===== src/rtl/k580vt57_dma_pkg.sv =====
// rtl/k580vt57_dma_pkg.sv - shared types and constants for the k580vt57 DMA controller
// Contents: transfer FSM states, per-channel transfer modes, register offsets and
// the helper that turns the count-register mode bits into a transfer mode.
package k580_pkg;

    typedef enum logic [2:0] {
        IDLE,
        HREQ,
        S1,
        S2,
        S3
    } dma_state_t;

    typedef enum logic [1:0] {
        VERIFY,
        WRITE,
        READ
    } dma_mode_t;

    localparam logic [3:0] DMA_MODE_REG = 4'd8;

    // Count bits [15:14]: 01 write, 10 read; 00 and the illegal 11 both verify.
    function automatic dma_mode_t decode_mode(input logic [1:0] bits);
        case (bits)
            2'b01:   return WRITE;
            2'b10:   return READ;
            default: return VERIFY;
        endcase
    endfunction

endpackage


===== src/rtl/dma_prio_enc.sv =====
// rtl/dma_prio_enc.sv - 4-way DMA request priority encoder
// Ports:
//   req[3:0]   in   enabled channel requests
//   last[1:0]  in   channel served most recently
//   rotate     in   1 = rotating priority, 0 = fixed (ch0 highest)
//   grant[1:0] out  winning channel (0 when no request)
//   any        out  at least one request present
module dma_prio_enc (
    input  logic [3:0] req,
    input  logic [1:0] last,
    input  logic       rotate,
    output logic [1:0] grant,
    output logic       any
);

    logic [1:0] base;
    logic [1:0] idx;
    logic       found;

    // The search starts just after 'base'; fixed priority is rotation with base=3,
    // so ch0 is examined first. In rotating mode the last served channel is examined last.
    always_comb begin
        grant = 2'd0;
        any   = |req;
        base  = rotate ? last : 2'd3;
        idx   = 2'd0;
        found = 1'b0;
        for (int i = 1; i <= 4; i++) begin
            idx = base + 2'(i);
            if (!found && req[idx]) begin
                grant = idx;
                found = 1'b1;
            end
        end
    end

endmodule


===== src/rtl/k580vt57_dma.sv =====
// rtl/k580vt57_dma.sv - KR580VT57 (i8257 subset) 4-channel DMA controller top
// Ports:
//   clk, reset        clock, asynchronous active-high reset
//   ce                transfer clock enable; FSM advances only when high
//   iaddr/idata/odata CPU register select, write data, read data (odata combinational)
//   iwe_n, ird_n      CPU strobes; falling iwe_n commits a write, rising ird_n ends a read
//   drq/dack          channel requests / one-hot acknowledges (high S2..S3)
//   hrq/hlda          bus hold handshake with the CPU
//   oaddr             memory address (S1..S3)
//   memr_n/memw_n     memory strobes (low S2..S3 for read/write mode)
//   tc                terminal count, high S2..S3 of the last byte
module k580vt57_dma
    import k580_pkg::*;
#(
    parameter int NCH      = 4,
    parameter int AUTOLOAD = 1
) (
    input  logic             clk,
    input  logic             reset,
    input  logic             ce,
    input  logic [3:0]       iaddr,
    input  logic [7:0]       idata,
    output logic [7:0]       odata,
    input  logic             iwe_n,
    input  logic             ird_n,
    input  logic [NCH-1:0]   drq,
    output logic [NCH-1:0]   dack,
    output logic             hrq,
    input  logic             hlda,
    output logic [15:0]      oaddr,
    output logic             memr_n,
    output logic             memw_n,
    output logic             tc
);

    dma_state_t  state_q, state_d;
    logic [15:0] addr_q [NCH];
    logic [15:0] addr_d [NCH];
    logic [15:0] cnt_q  [NCH];
    logic [15:0] cnt_d  [NCH];
    logic [7:0]  mode_q, mode_d;
    logic        bff_q, bff_d;
    logic [3:0]  tc_flag_q, tc_flag_d;
    logic        update_q, update_d;
    logic [1:0]  chan_q, chan_d;
    logic [1:0]  last_q, last_d;
    logic        iwe_n_q, iwe_n_d;
    logic        ird_n_q, ird_n_d;

    logic [3:0]  req;
    logic [1:0]  grant;
    logic        any_req;
    logic        cpu_wr;
    logic        rd_done;
    logic        in_strobe;
    logic        tc_now;
    dma_mode_t   xfer_mode;
    logic [1:0]  wsel;
    logic [3:0]  en_next;
    logic [15:0] word;

    assign req = drq & mode_q[3:0];

    dma_prio_enc u_prio (
        .req    (req),
        .last   (last_q),
        .rotate (mode_q[4]),
        .grant  (grant),
        .any    (any_req)
    );

    // CPU writes are only accepted while the bus is ours (IDLE).
    assign cpu_wr    = iwe_n_q & ~iwe_n & (state_q == IDLE);
    assign rd_done   = ~ird_n_q & ird_n;
    assign in_strobe = (state_q == S2) || (state_q == S3);
    assign xfer_mode = decode_mode(cnt_q[chan_q][15:14]);
    assign tc_now    = (cnt_q[chan_q][13:0] == 14'd0);
    assign wsel      = iaddr[2:1];

    assign hrq    = (state_q != IDLE);
    assign dack   = in_strobe ? (NCH'(1) << chan_q) : '0;
    assign memr_n = ~(in_strobe && (xfer_mode == READ));
    assign memw_n = ~(in_strobe && (xfer_mode == WRITE));
    assign tc     = in_strobe && tc_now;
    // In S1 the channel is not latched yet, so the address follows the live grant.
    assign oaddr  = (state_q == S1) ? addr_q[grant] :
                    in_strobe       ? addr_q[chan_q] : 16'h0000;

    always_comb begin
        odata = 8'h00;
        word  = iaddr[0] ? cnt_q[wsel] : addr_q[wsel];
        if (iaddr < DMA_MODE_REG) begin
            odata = bff_q ? word[15:8] : word[7:0];
        end else if (iaddr == DMA_MODE_REG) begin
            odata = {3'b000, update_q, tc_flag_q};
        end
    end

    always_comb begin
        state_d   = state_q;
        addr_d    = addr_q;
        cnt_d     = cnt_q;
        mode_d    = mode_q;
        bff_d     = bff_q;
        tc_flag_d = tc_flag_q;
        update_d  = update_q;
        chan_d    = chan_q;
        last_d    = last_q;
        iwe_n_d   = iwe_n;
        ird_n_d   = ird_n;
        en_next   = mode_q[3:0];

        // End of a CPU read: advance the byte pointer, or clear TC flags after a status read.
        if (rd_done) begin
            if (iaddr < DMA_MODE_REG) begin
                bff_d = ~bff_q;
            end else if (iaddr == DMA_MODE_REG) begin
                tc_flag_d = 4'b0000;
            end
        end

        if (cpu_wr) begin
            if (iaddr < DMA_MODE_REG) begin
                bff_d = ~bff_q;
                if (iaddr[0]) begin
                    if (bff_q) cnt_d[wsel][15:8] = idata;
                    else       cnt_d[wsel][7:0]  = idata;
                end else begin
                    if (bff_q) addr_d[wsel][15:8] = idata;
                    else       addr_d[wsel][7:0]  = idata;
                end
                if (wsel == 2'd2) begin
                    update_d = 1'b0;
                    // Autoload keeps ch3 as the reload image of whatever is written to ch2.
                    if (AUTOLOAD != 0 && mode_q[7]) begin
                        if (iaddr[0]) begin
                            if (bff_q) cnt_d[3][15:8] = idata;
                            else       cnt_d[3][7:0]  = idata;
                        end else begin
                            if (bff_q) addr_d[3][15:8] = idata;
                            else       addr_d[3][7:0]  = idata;
                        end
                    end
                end
            end else if (iaddr == DMA_MODE_REG) begin
                mode_d = idata;
                bff_d  = 1'b0;
            end
        end

        unique case (state_q)
            IDLE: begin
                if (ce && any_req) state_d = HREQ;
            end
            HREQ: begin
                if (ce) begin
                    if (!any_req)  state_d = IDLE;
                    else if (hlda) state_d = S1;
                end
            end
            S1: begin
                // Losing the bus before the strobes finish abandons the byte untouched.
                if (!hlda) begin
                    state_d = IDLE;
                end else if (ce) begin
                    if (any_req) begin
                        chan_d  = grant;
                        last_d  = grant;
                        state_d = S2;
                    end else begin
                        state_d = IDLE;
                    end
                end
            end
            S2: begin
                if (!hlda)   state_d = IDLE;
                else if (ce) state_d = S3;
            end
            S3: begin
                if (ce) begin
                    addr_d[chan_q]       = addr_q[chan_q] + 16'd1;
                    cnt_d[chan_q][13:0]  = cnt_q[chan_q][13:0] - 14'd1;
                    if (tc_now) begin
                        // Applied after the status-read clear so a coincident set wins.
                        tc_flag_d[chan_q] = 1'b1;
                        if (mode_q[6]) begin
                            en_next[chan_q] = 1'b0;
                            mode_d[3:0]     = en_next;
                        end
                        if (AUTOLOAD != 0 && mode_q[7] && chan_q == 2'd2) begin
                            addr_d[2] = addr_q[3];
                            cnt_d[2]  = cnt_q[3];
                            update_d  = 1'b1;
                        end
                    end
                    state_d = ((|(drq & en_next)) && hlda) ? S1 : IDLE;
                end
            end
            default: state_d = IDLE;
        endcase
    end

    always_ff @(posedge clk or posedge reset) begin
        if (reset) begin
            state_q   <= IDLE;
            for (int i = 0; i < NCH; i++) begin
                addr_q[i] <= 16'h0000;
                cnt_q[i]  <= 16'h0000;
            end
            mode_q    <= 8'h00;
            bff_q     <= 1'b0;
            tc_flag_q <= 4'b0000;
            update_q  <= 1'b0;
            chan_q    <= 2'd0;
            last_q    <= 2'd3;
            iwe_n_q   <= 1'b1;
            ird_n_q   <= 1'b1;
        end else begin
            state_q   <= state_d;
            addr_q    <= addr_d;
            cnt_q     <= cnt_d;
            mode_q    <= mode_d;
            bff_q     <= bff_d;
            tc_flag_q <= tc_flag_d;
            update_q  <= update_d;
            chan_q    <= chan_d;
            last_q    <= last_d;
            iwe_n_q   <= iwe_n_d;
            ird_n_q   <= ird_n_d;
        end
    end

endmodule


===== config.mk =====
export PLATFORM = sky130hd
export DESIGN_NAME = k580vt57_dma
export DESIGN_NICKNAME = d
export VERILOG_FILES = /design/src/rtl/k580vt57_dma_pkg.sv /design/src/rtl/dma_prio_enc.sv /design/src/rtl/k580vt57_dma.sv
export SDC_FILE = /design/constraint.sdc
export NUM_CORES = 1
export LEC_CHECK = 0
export CORE_AREA = 2 2 169 171
export DETAILED_ROUTE_END_ITERATION = 12
export DIE_AREA = 0 0 171 173
export HOLD_SLACK_MARGIN = 0.02
export PLACE_DENSITY = 0.59
export SLEW_MARGIN = 20
export SYNTH_ARGS = -nofsm -noshare
export SYNTH_HDL_FRONTEND = slang
export SYNTH_SLANG_ARGS = --single-unit

===== constraint.sdc =====
create_clock -name clk -period 7.2 [get_ports clk]
set_input_delay 2.16 -clock clk [delete_from_list [all_inputs] [get_ports clk]]
set_output_delay 2.16 -clock clk [all_outputs]
set_load 0.05 [all_outputs]

Word-level counts from Yosys, hierarchy flattened --
Cells that the tools add are included.
Operators by class: add/sub/neg operators 5, $lt $le $gt $ge 12, equal/unequal tests 17, shift-type cells 1, multiplexer cells 122, bitwise logic cells 17, reductions and logical operators 24
Operator list (count):
- $mux W64 | 12
- $mux W16 | 25
- $bwmux W64 | 6
- $bmux W16 S2 | 5
- $demux W16 S2 | 4
- $mux W4 | 18
- $mux W8 | 7
- $mux W3 | 9
- $mux W1 | 20
- $add A16 B1 Y16 const B | 1
- $lt A2 B3 Y1 const B | 5
- $pmux W3 S5 | 1
- $logic_not A14 Y1 | 1
- $mux W14 | 1
- $mux W2 | 7
- $sub A14 B1 Y14 const B | 1
- $and A4 B4 Y4 | 3
- $logic_and A1 B1 Y1 | 12
- $ge A3 B3 Y1 const B | 3
- $ne A3 B3 Y1 const B | 3
- $not A2 Y3 | 3
- $bmux W1 S2 | 4
- $eq A2 B2 Y1 const B | 4
- $reduce_or A4 Y1 | 2
- 27 further kinds | 41
Word-level totals: flip-flop bits (word level) 151, input port bits 22, output and inout port bits 32, logic and storage cells 216

Depth between registers and ports, before layout --
depth in word-level cells 19, mapped depth 12, mapped depth without buffers 9

By module --
Synthesis repeated with hierarchy kept, for this count alone.
Second synthesis, totals: cells, all modules 971, area total of the unflattened synthesis 10286.1 µm²
Modules (own cells, without submodules):
- k580vt57_dma | instances 1, cells each 950, area an instance 10161.0 µm², sequential area each 3758.6 µm²
- dma_prio_enc | instances 1, cells each 21, area an instance 125.1 µm², sequential area each 0.0 µm²

Least setup slack after synthesis --
Ideal clock, no wire load.
path kind input -> output, from input port iaddr[1], to output port odata[0], arrival time 4.565 ns, data required time 5.040 ns, path slack 0.475 ns, stages on the path 6, buffers on the path 2, cell sequence buf_2 -> buf_1 -> mux4_2 -> mux4_2 -> inv_1 -> o21ai_0
Between the ends: word-level cells in the longest chain between the ends 7, elaborated cells on any way between the ends 13, classes of those cells order compare (1); eq/ne (1); mux (10); bitwise (1)
RTL lines:
- from (decl) | line k580vt57_dma.sv:21 | input logic [3:0] iaddr,
- $not A2 Y3 (not written as such) | line k580vt57_dma.sv:91 | word = iaddr[0] ? cnt_q[wsel] : addr_q[wsel];
- $bmux W16 S2 | line k580vt57_dma.sv:91
- $mux W16 (not written as such) (2 in series) | line k580vt57_dma.sv:91
- $mux W16 | line k580vt57_dma.sv:91
- $mux W8 | line k580vt57_dma.sv:93 | odata = bff_q ? word[15:8] : word[7:0];
- $mux W8 * | line k580vt57_dma.sv:92 | if (iaddr < DMA_MODE_REG) begin
- to (decl) | line k580vt57_dma.sv:23 | output logic [7:0] odata,
Mark *: on every way between the ends. The rest lies on a longest branch, timed or not. The select of a mux whose other input is x is not followed.

Worst setup path after layout --
from input port drq[3], to output port oaddr[13]
Between the ends: word-level cells in the longest chain between the ends 18, elaborated cells on any way between the ends 27, classes of those cells mux (19); bitwise (2); reduce/logical (6)
RTL lines:
- from (decl) | line k580vt57_dma.sv:26 | input logic [NCH-1:0] drq,
- $and A4 B4 Y4 * | line k580vt57_dma.sv:62 | assign req = drq & mode_q[3:0];
- $bmux W1 S2 | line dma_prio_enc.sv:30 | if (!found && req[idx]) begin
- $mux W1 (not written as such) | line dma_prio_enc.sv:30
- $mux W1 | line dma_prio_enc.sv:30
- $logic_not A1 Y1 | line dma_prio_enc.sv:30
- $logic_and A1 B1 Y1 | line dma_prio_enc.sv:30
- $mux W1 | line dma_prio_enc.sv:30
- $logic_not A1 Y1 | line dma_prio_enc.sv:30
- $logic_and A1 B1 Y1 | line dma_prio_enc.sv:30
- $mux W1 | line dma_prio_enc.sv:30
- $logic_not A1 Y1 | line dma_prio_enc.sv:30
- $logic_and A1 B1 Y1 | line dma_prio_enc.sv:30
- $mux W2 * | line dma_prio_enc.sv:30
- $not A2 Y3 (not written as such) * | line k580vt57_dma.sv:86 | assign oaddr = (state_q == S1) ? addr_q[grant] :
- $bmux W16 S2 * | line k580vt57_dma.sv:86
- $mux W16 (not written as such) * (2 in series) | line k580vt57_dma.sv:86
- $mux W16 * | line k580vt57_dma.sv:86
- to (decl) | line k580vt57_dma.sv:30 | output logic [15:0] oaddr,
Marked as above.

==> results <==
==> metal layers <==
metal	part of all wire	track usage
met1	0.44	0.3450
met2	0.46	0.3464
met3	0.083	0.04738
met4	0.019	0.06003
met5	0	0
==> layout by cell type, fill, tap and decap left out, drive strengths merged, types with 30 or more instances in the layout <==
cell type and instances:
a21oi 45, buf 51, mux2i 127, inv 30
nand2 90, nor2 70, dfrtp 146, mux2 38
o21ai 57, mux4 72
==> metrics by stage <==
stage,std cells,setup WS (ns),utilization,area (sq um)
finish,1386,0.3819,0.4373,12080
detailed placement,1354,0.4247,0.4131,11410
floorplan,979,0.4747,-,10390
CTS,1386,0.4191,0.4371,12080
global route,1386,0.2330,0.4373,12080
global placement,1354,0.4898,0.4131,11410
==> area by class of cell <==
cell class	instances	area share
repair buffers	79	0.07208
multi-input cells	717	0.5130
inverters	30	0.009735
well taps	378	0.03915
clock buffers	23	0.04039
flip-flops and latches	150	0.3113
clock inverters	9	0.01429
==> kinds of logic after synthesis <==
kind of cell / count (synthesis) / synth area share
adders and majority gates: 3 / 0.003614
xor gates and xnor gates: 26 / 0.02192
AOI/OAI and AO/OA: 188 / 0.1238
DFF: 150 / 0.3618
buffers and inverters: 112 / 0.04516
muxes: 237 / 0.3196
and+or+nand+nor: 263 / 0.1241
==> worst max-delay path: cells and delay by family <==
family,cells,cell delay [ns]
multiplexers,1,0.22
AND/OR/NAND/NOR,1,0.16
AO/OA/AOI/OAI,4,1.15
buffers and inverters,3,0.93
==> cell usage after synthesis (4+ instances only) <==
cell type  instances  area [sq um]
dfstp_2            4         105.1
o22ai_1            4         25.02
nand2_1           90         337.8
mux2i_1          127          1271
a211oi_1          17         127.6
buf_2             12         60.06
a221oi_1          19         166.4
nand2b_1           7         43.79
clkbuf_1          55         206.5
xnor2_1           18         157.7
a221oi_2          10         150.1
xor2_1             8         70.07
nor2_1            70         262.8
nor3_1            10         50.05
o21ai_1           23         115.1
nand3b_1           6         45.04
nand3_1           18         90.09
o221ai_1          18         157.7
buf_1              9         33.78
mux4_2            72          1622
dfrtp_1          146          3654
inv_1             29         108.9
or3_1              6         37.54
and3_1             7         43.79
a21oi_1           45         225.2
o21ai_0           34         170.2
nor2b_1           21         131.4
mux2_2            36         405.4
==> worst paths after layout <==
kind,end,slack (ns),from
setup / recovery,oaddr[13],0.38,drq[3]
hold reg to reg,tc_flag_q[0],0.49,tc_flag_q[0]
hold / removal,tc_flag_q[0],0.49,tc_flag_q[0]
setup reg to reg,addr_q[31],2.95,chan_q[0]
max in group asynchronous,cnt_q[36],3.87,reset
min in group asynchronous,addr_q[3],2.19,reset
==> power by group <==
part           leakage, nW  internal [W]  total [W]  switching, W
clock                0.323      0.000651    0.00102      0.000368
sequential            2.00      0.000987    0.00114      0.000157
combinational         2.93      0.000423   0.000931      0.000508
total                 5.25       0.00206    0.00309       0.00103
==> registers in the layout (all words and copies together) (netlist names), named ones only <==
name / flops
addr_q: 64
bff_q: 1
chan_q: 2
cnt_q: 58
ird_n_q: 1
iwe_n_q: 1
last_q: 2
mode_q: 7
state_q: 3
tc_flag_q: 4
update_q: 1
==> Flow_metrics.wiki <==
{| class="wikitable"
! Metric !! Value
|-
| Vias in the first global route || 8,202
|-
| Worst-path fanout max || 30
|-
| Mean number of vias per cell || approximately 6.1
|-
| Post-synthesis instance area || 0.01039 sq mm
|-
| Overall routing resource usage || 0.2327
|-
| Number of endpoints failing setup at the final stage || 0
|-
| Hold Path Depth || 2
|-
| Crit path capture type || output pin
|-
| Power density of the placed cells || 256.1 mW/mm^2
|-
| Leakage || 5.247 nW
|-
| Startpoint Class || input port
|-
| Pin count of the biggest net entering global routing || 61
|-
| Post-route fraction of the period consumed by the critical path || 0.9470
|-
| Required time of the worst setup path || 5.04 ns
|-
| DRC || 0
|-
| CTS clk-pin slew, worst paths || 0.06 ns
|-
| TritonCTS Buffers || 17
|-
| Buffers inserted by post-CTS timing repair || 0
|-
| Part of the Yosys area used for sequential elements || 0.3618
|-
| Clock tree sinks || 150
|-
| Post-layout min period || just under 7 ns
|-
| Register bit count reported by yosys || 150
|-
| Max Buffers Root-to-Sink || 2
|-
| Crit path top cell by count || buf_12
|-
| Level count of the clock H-tree || 4
|-
| Number of maximum-capacitance violations || 0
|-
| Ant diodes || 0
|-
| HP Class || flip-flop to flip-flop
|-
| Clock skew after layout || about 0.014 ns
|-
| Fraction of registers with async set/reset || 1.000
|-
| Synth warn || 0
|-
| Sum of routed wire length over all layers || 33,860 um
|-
| Cts repair resizes || 0
|-
| Total power draw || ~0.0031 W
|-
| Critical path's largest stage delay || 0.46 ns
|-
| Max IR drop VDD || 169.2 uV
|-
| First-iteration detailed-routing DRC count || 873
|-
| Highest achievable clock rate || about 150 MHz
|-
| Core box area || around 0.028 sq mm
|-
| Initial standard-cell utilization of the core || 0.3760
|-
| Actual slew at the worst max-slew pin || 1.116 ns
|-
| WL/cell || around 24 um
|-
| Outcome || finished clean
|-
| Row count || a little over 60
|-
| Router iterations before antenna repair || 5
|-
| Root buf cell || clkbuf_16
|-
| Share of final-layout standard cells stronger than drive strength 1 || 0.2232
|-
| Number of antenna violations at the first check in global routing || 0
|-
| Total count of hold-check failures in the final report || 0
|-
| Die X-Extent || 171 um
|-
| Area of the multi-input gates || 0.006198 sq mm
|-
| Synthesized area divided by synthesized cell count || around 11 sq um
|-
| Fill cell instance count of the final layout || about 2,600
|-
| Signed area change from the synthesized netlist to the final layout || 16.30%
|-
| List of cells traversed by the critical path || clkdlybuf4s50_1 -> nand2_1 -> o21bai_1 -> a2111oi_0 -> a221o_2 -> buf_12 -> mux2i_1 -> o221ai_1 -> buf_12
|-
| Predominant post-synthesis flop cell || dfrtp_1
|-
| Synthesized Nets || 1,004
|-
| Antenna Nets Post-Route || 0
|-
| Pins Over Slew Limit || 0
|-
| Skew-Pair Late Insertion Delay || approximately 0.43 ns
|-
| Total negative slack || 0 ns
|-
| Count of cells along the worst register-to-register path || 10
|-
| Reg area || ~0.0038 sq mm
|-
| Slew HR || 0.2536
|-
| Die ar. || 0.02958 sq mm
|-
| TritonCTS clock tree || yes
|-
| Number of synthesized flops with an enable pin || 0
|-
| Count of input and output buffers || 53
|-
| Half-perimeter wire length after placement || 22,210 um
|-
| Vias after detailed routing || 8,480
|-
| Final weighted congestion in routability-driven placement || 0.8316
|-
| Fin nets || 1,020
|-
| Gate count after technology mapping || a little under 1,000
|-
| Max stage delay cell, worst path || clkdlybuf4s50_1
|-
| GR Overflow Total || 0
|-
| Global-route wire length before repair || 51,870 um
|-
| Count of different cell masters after synthesis || 58
|-
| CP Class || input port to output pin
|-
| Die extent in y || ~170 um
|-
| Number of buffers inserted for hold repair after clock tree synthesis || 0
|-
| RSZ-0062 raised after global routing || no
|-
| Final Hold Slack || 0.4904 ns
|-
| Data arrival time at the worst-slack endpoint || roughly 4.7 ns
|-
| I/O pin cnt || 54
|}
No activity file was read; power rests on OpenSTA's default activity.
==> RTL edit, RTL diff (same settings) <==
The parameter `AUTOLOAD` goes from 1 to 0.
--- a/src/rtl/k580vt57_dma.sv
+++ b/src/rtl/k580vt57_dma.sv
@@ -13,7 +13,7 @@
     import k580_pkg::*;
 #(
     parameter int NCH      = 4,
-    parameter int AUTOLOAD = 1
+    parameter int AUTOLOAD = 0
 ) (
     input  logic             clk,
     input  logic             reset,
Check against the original RTL: not settled (the Yosys comparison gave no result); the edit may change what the design does.
==> RTL edit against the original RTL <==
Combinational power grew 19%; sequential cell count decreased by 2; wire length shrank 4.3%; cell count is 1.9% lower; critical path depth grew 1; final area grew 1.1%; setup slack lost 0.20 ns; sequential share of layout area shrank 0.75 points; power is 3.6% higher; die area did not move; register-to-register slack gained 0.85 ns; synthesized area rose by 0.37%; fmax is 2.9% lower; largest cell class unchanged.
==> RTL edit: results (changes against the original RTL) <==
Logic synthesis
  • Sequential fraction of the synthesis area: 35.6% (-0.61 points)
  • Cells after Synth: 949 (-3.1%)
  • Top post-synthesis cells by count: mux2i_1 (203), dfrtp_1 (144), a21oi_1 (69)
  • Ranking of synthesized cells by area: dfrtp_1 (35%), mux2i_1 (19%), mux4_2 (14%)
  • Async set-reset flop share out of synthesis: 100% (unchanged)
  • Synth cell types: 67 (+16%)
  • Mapped Nets: 974 (-3.0%)
  • Prevailing post-synth register cell: dfrtp_1

Power and ir drop
  • Leakage dissipation: 5.41 nW (+3.2%)
  • Maximum VDD drop: 0.000183 V (+8.1%)

Clocking
  • CTS Buf Count: 17 (unchanged)
  • CTS max path bufs: 2 (unchanged)
  • Clk_lat worst skew: 0.43 ns (about the same)
  • Post-CTS resize count: 0 (unchanged)
  • Post-CTS Setup Repair Bufs: 0 (unchanged)
  • Clock slew at reported path FFs: 0.07 ns

Outcome
  • Outcome: finished, final reports clean

Route
  • Via count: 8288 (-2.3%)
  • First DRT Iteration DRCs: 782 (-10%)
  • Post-Route WL: 32400 µm (-4.3%)

Placement
  • Dpl hpwl: 21100 µm (-5.2%)
  • Port-buffer cells: 53 (unchanged)
  • Placed cells: 1328 (-1.9%)
  • RePlAce Congestion: 0.829 (-0.29%)

Cells and area
  • # diodes: 0 (unchanged)
  • Fill cells: 2584 (-1.8%)
  • Non-filler cells, final: 1360 (-1.9%)
  • Largest registers: addr_q: 64 flops, cnt_q: 56 flops, mode_q: 6 flops
  • Total Nets Final: 994 (-2.5%)
  • Layout cells sized above 1: 21.1% (-1.2 points)

Hold path
  • Beginning of the worst hold path: tc_flag_q[2]$_DFF_PP0_
  • Hold Path End: tc_flag_q[2]$_DFF_PP0_
  • Worst Hold Class: register to register
  • Worst Hold Path Cells: 2 (unchanged)

Worst setup path
  • Slowest cell on crit path: a31o_2
  • Worst-path maximum fanout: 12 (-60%)
  • R2R Path End: addr_q[28]$_DFF_PP0_
  • Slowest Stage Delay on Critical Path: 0.51 ns (+0.05 ns)
  • R2R Path Start: chan_q[0]$_DFFE_PP0P_
  • Worst EP arrival: 4.86 ns (+0.20 ns)
  • Flop2flop setup slack: 3.80 ns (+0.85 ns)
  • Worst r2r path cells: 8 (-2)

GRT
  • Vias in the first global route: 8241 (+0.48%)
  • First-pass GRT wire length: 50900 µm (-1.9%)
  • Gr usage total: 22.6% (-0.68 points)
  • Number of antenna violations at the first check in global routing: 0 (unchanged)
  • Largest net degree at the start of global routing: 61 (unchanged)

STA
  • Relative slew slack: 27.7% (+2.3 points)
  • Worst Skew: 0.00905 ns (-0.00498 ns)
RTL edit: metal layers:
layer / vias to the layer above / track usage, % / routed length [µm]
li1: 3673 / - / -
met1: 4187 / 32.8 / 14600
met2: 359 / 33.6 / 14500
met3: 69 / 4.03 / 2270
met4: 0 / 8.47 / 997
met5: - / 0 / 0
RTL edit: worst max path at each step:
stage	from	endpoint
3_5_place_dp	drq[2]	oaddr[15]
6_report	drq[2]	oaddr[15]
3_3_place_gp	drq[2]	oaddr[15]
4_1_cts	drq[2]	oaddr[15]
2_1_floorplan	drq[1]	oaddr[11]
5_1_grt	drq[1]	oaddr[8]
RTL edit: layout make-up:
type,instances,area share (%)
Multi-Input combinational cell,711,52.3
Inverter,8,0.287
Timing Repair Buffer,83,7.97
Tap cell,378,3.87
Clock inverter,12,1.46
Sequential cell,148,30.4
Clock buffer,20,3.74
RTL edit: logic make-up (layout without fill, tap and decap cells):
kind of cell | after synthesis | in the layout | share of synthesized area [%]
AO/OA/AOI/OAI | 170 | 170 | 11.0
XOR/XNOR | 25 | 25 | 2.10
adder cells (fa/ha/maj) | 3 | 3 | 0.360
buffers and inverters | 90 | 123 | 3.66
flip-flops | 148 | 148 | 35.6
multiplexers | 287 | 287 | 36.0
AND/OR/NAND/NOR | 226 | 226 | 11.3
RTL edit: power breakdown:
group          total [mW]  internal (mW)  switching, mW
Sequential           1.13          0.978          0.149
Clock               0.967          0.599          0.368
Combinational        1.11          0.481          0.630
Total                3.21           2.06           1.15
RTL edit: per-stage QoR:
step / setup slack, ns / instance area (µm²) / hold slack [ns]
after floorplan: 0.197 / 10400 / 0.449
after global placement: 0.310 / 11600 / 0.472
after detailed placement: 0.255 / 11600 / 0.477
after CTS: 0.249 / 12200 / 0.492
after global routing: 0.0714 / 12200 / 0.527
final: 0.178 / 12200 / 0.498
RTL edit: critical path, delay by kind of cell:
family                 cells  cell delay, ns
buffers and inverters      4            1.02
AOI/OAI and AO/OA          4            1.49
and+or+nand+nor            2            0.19
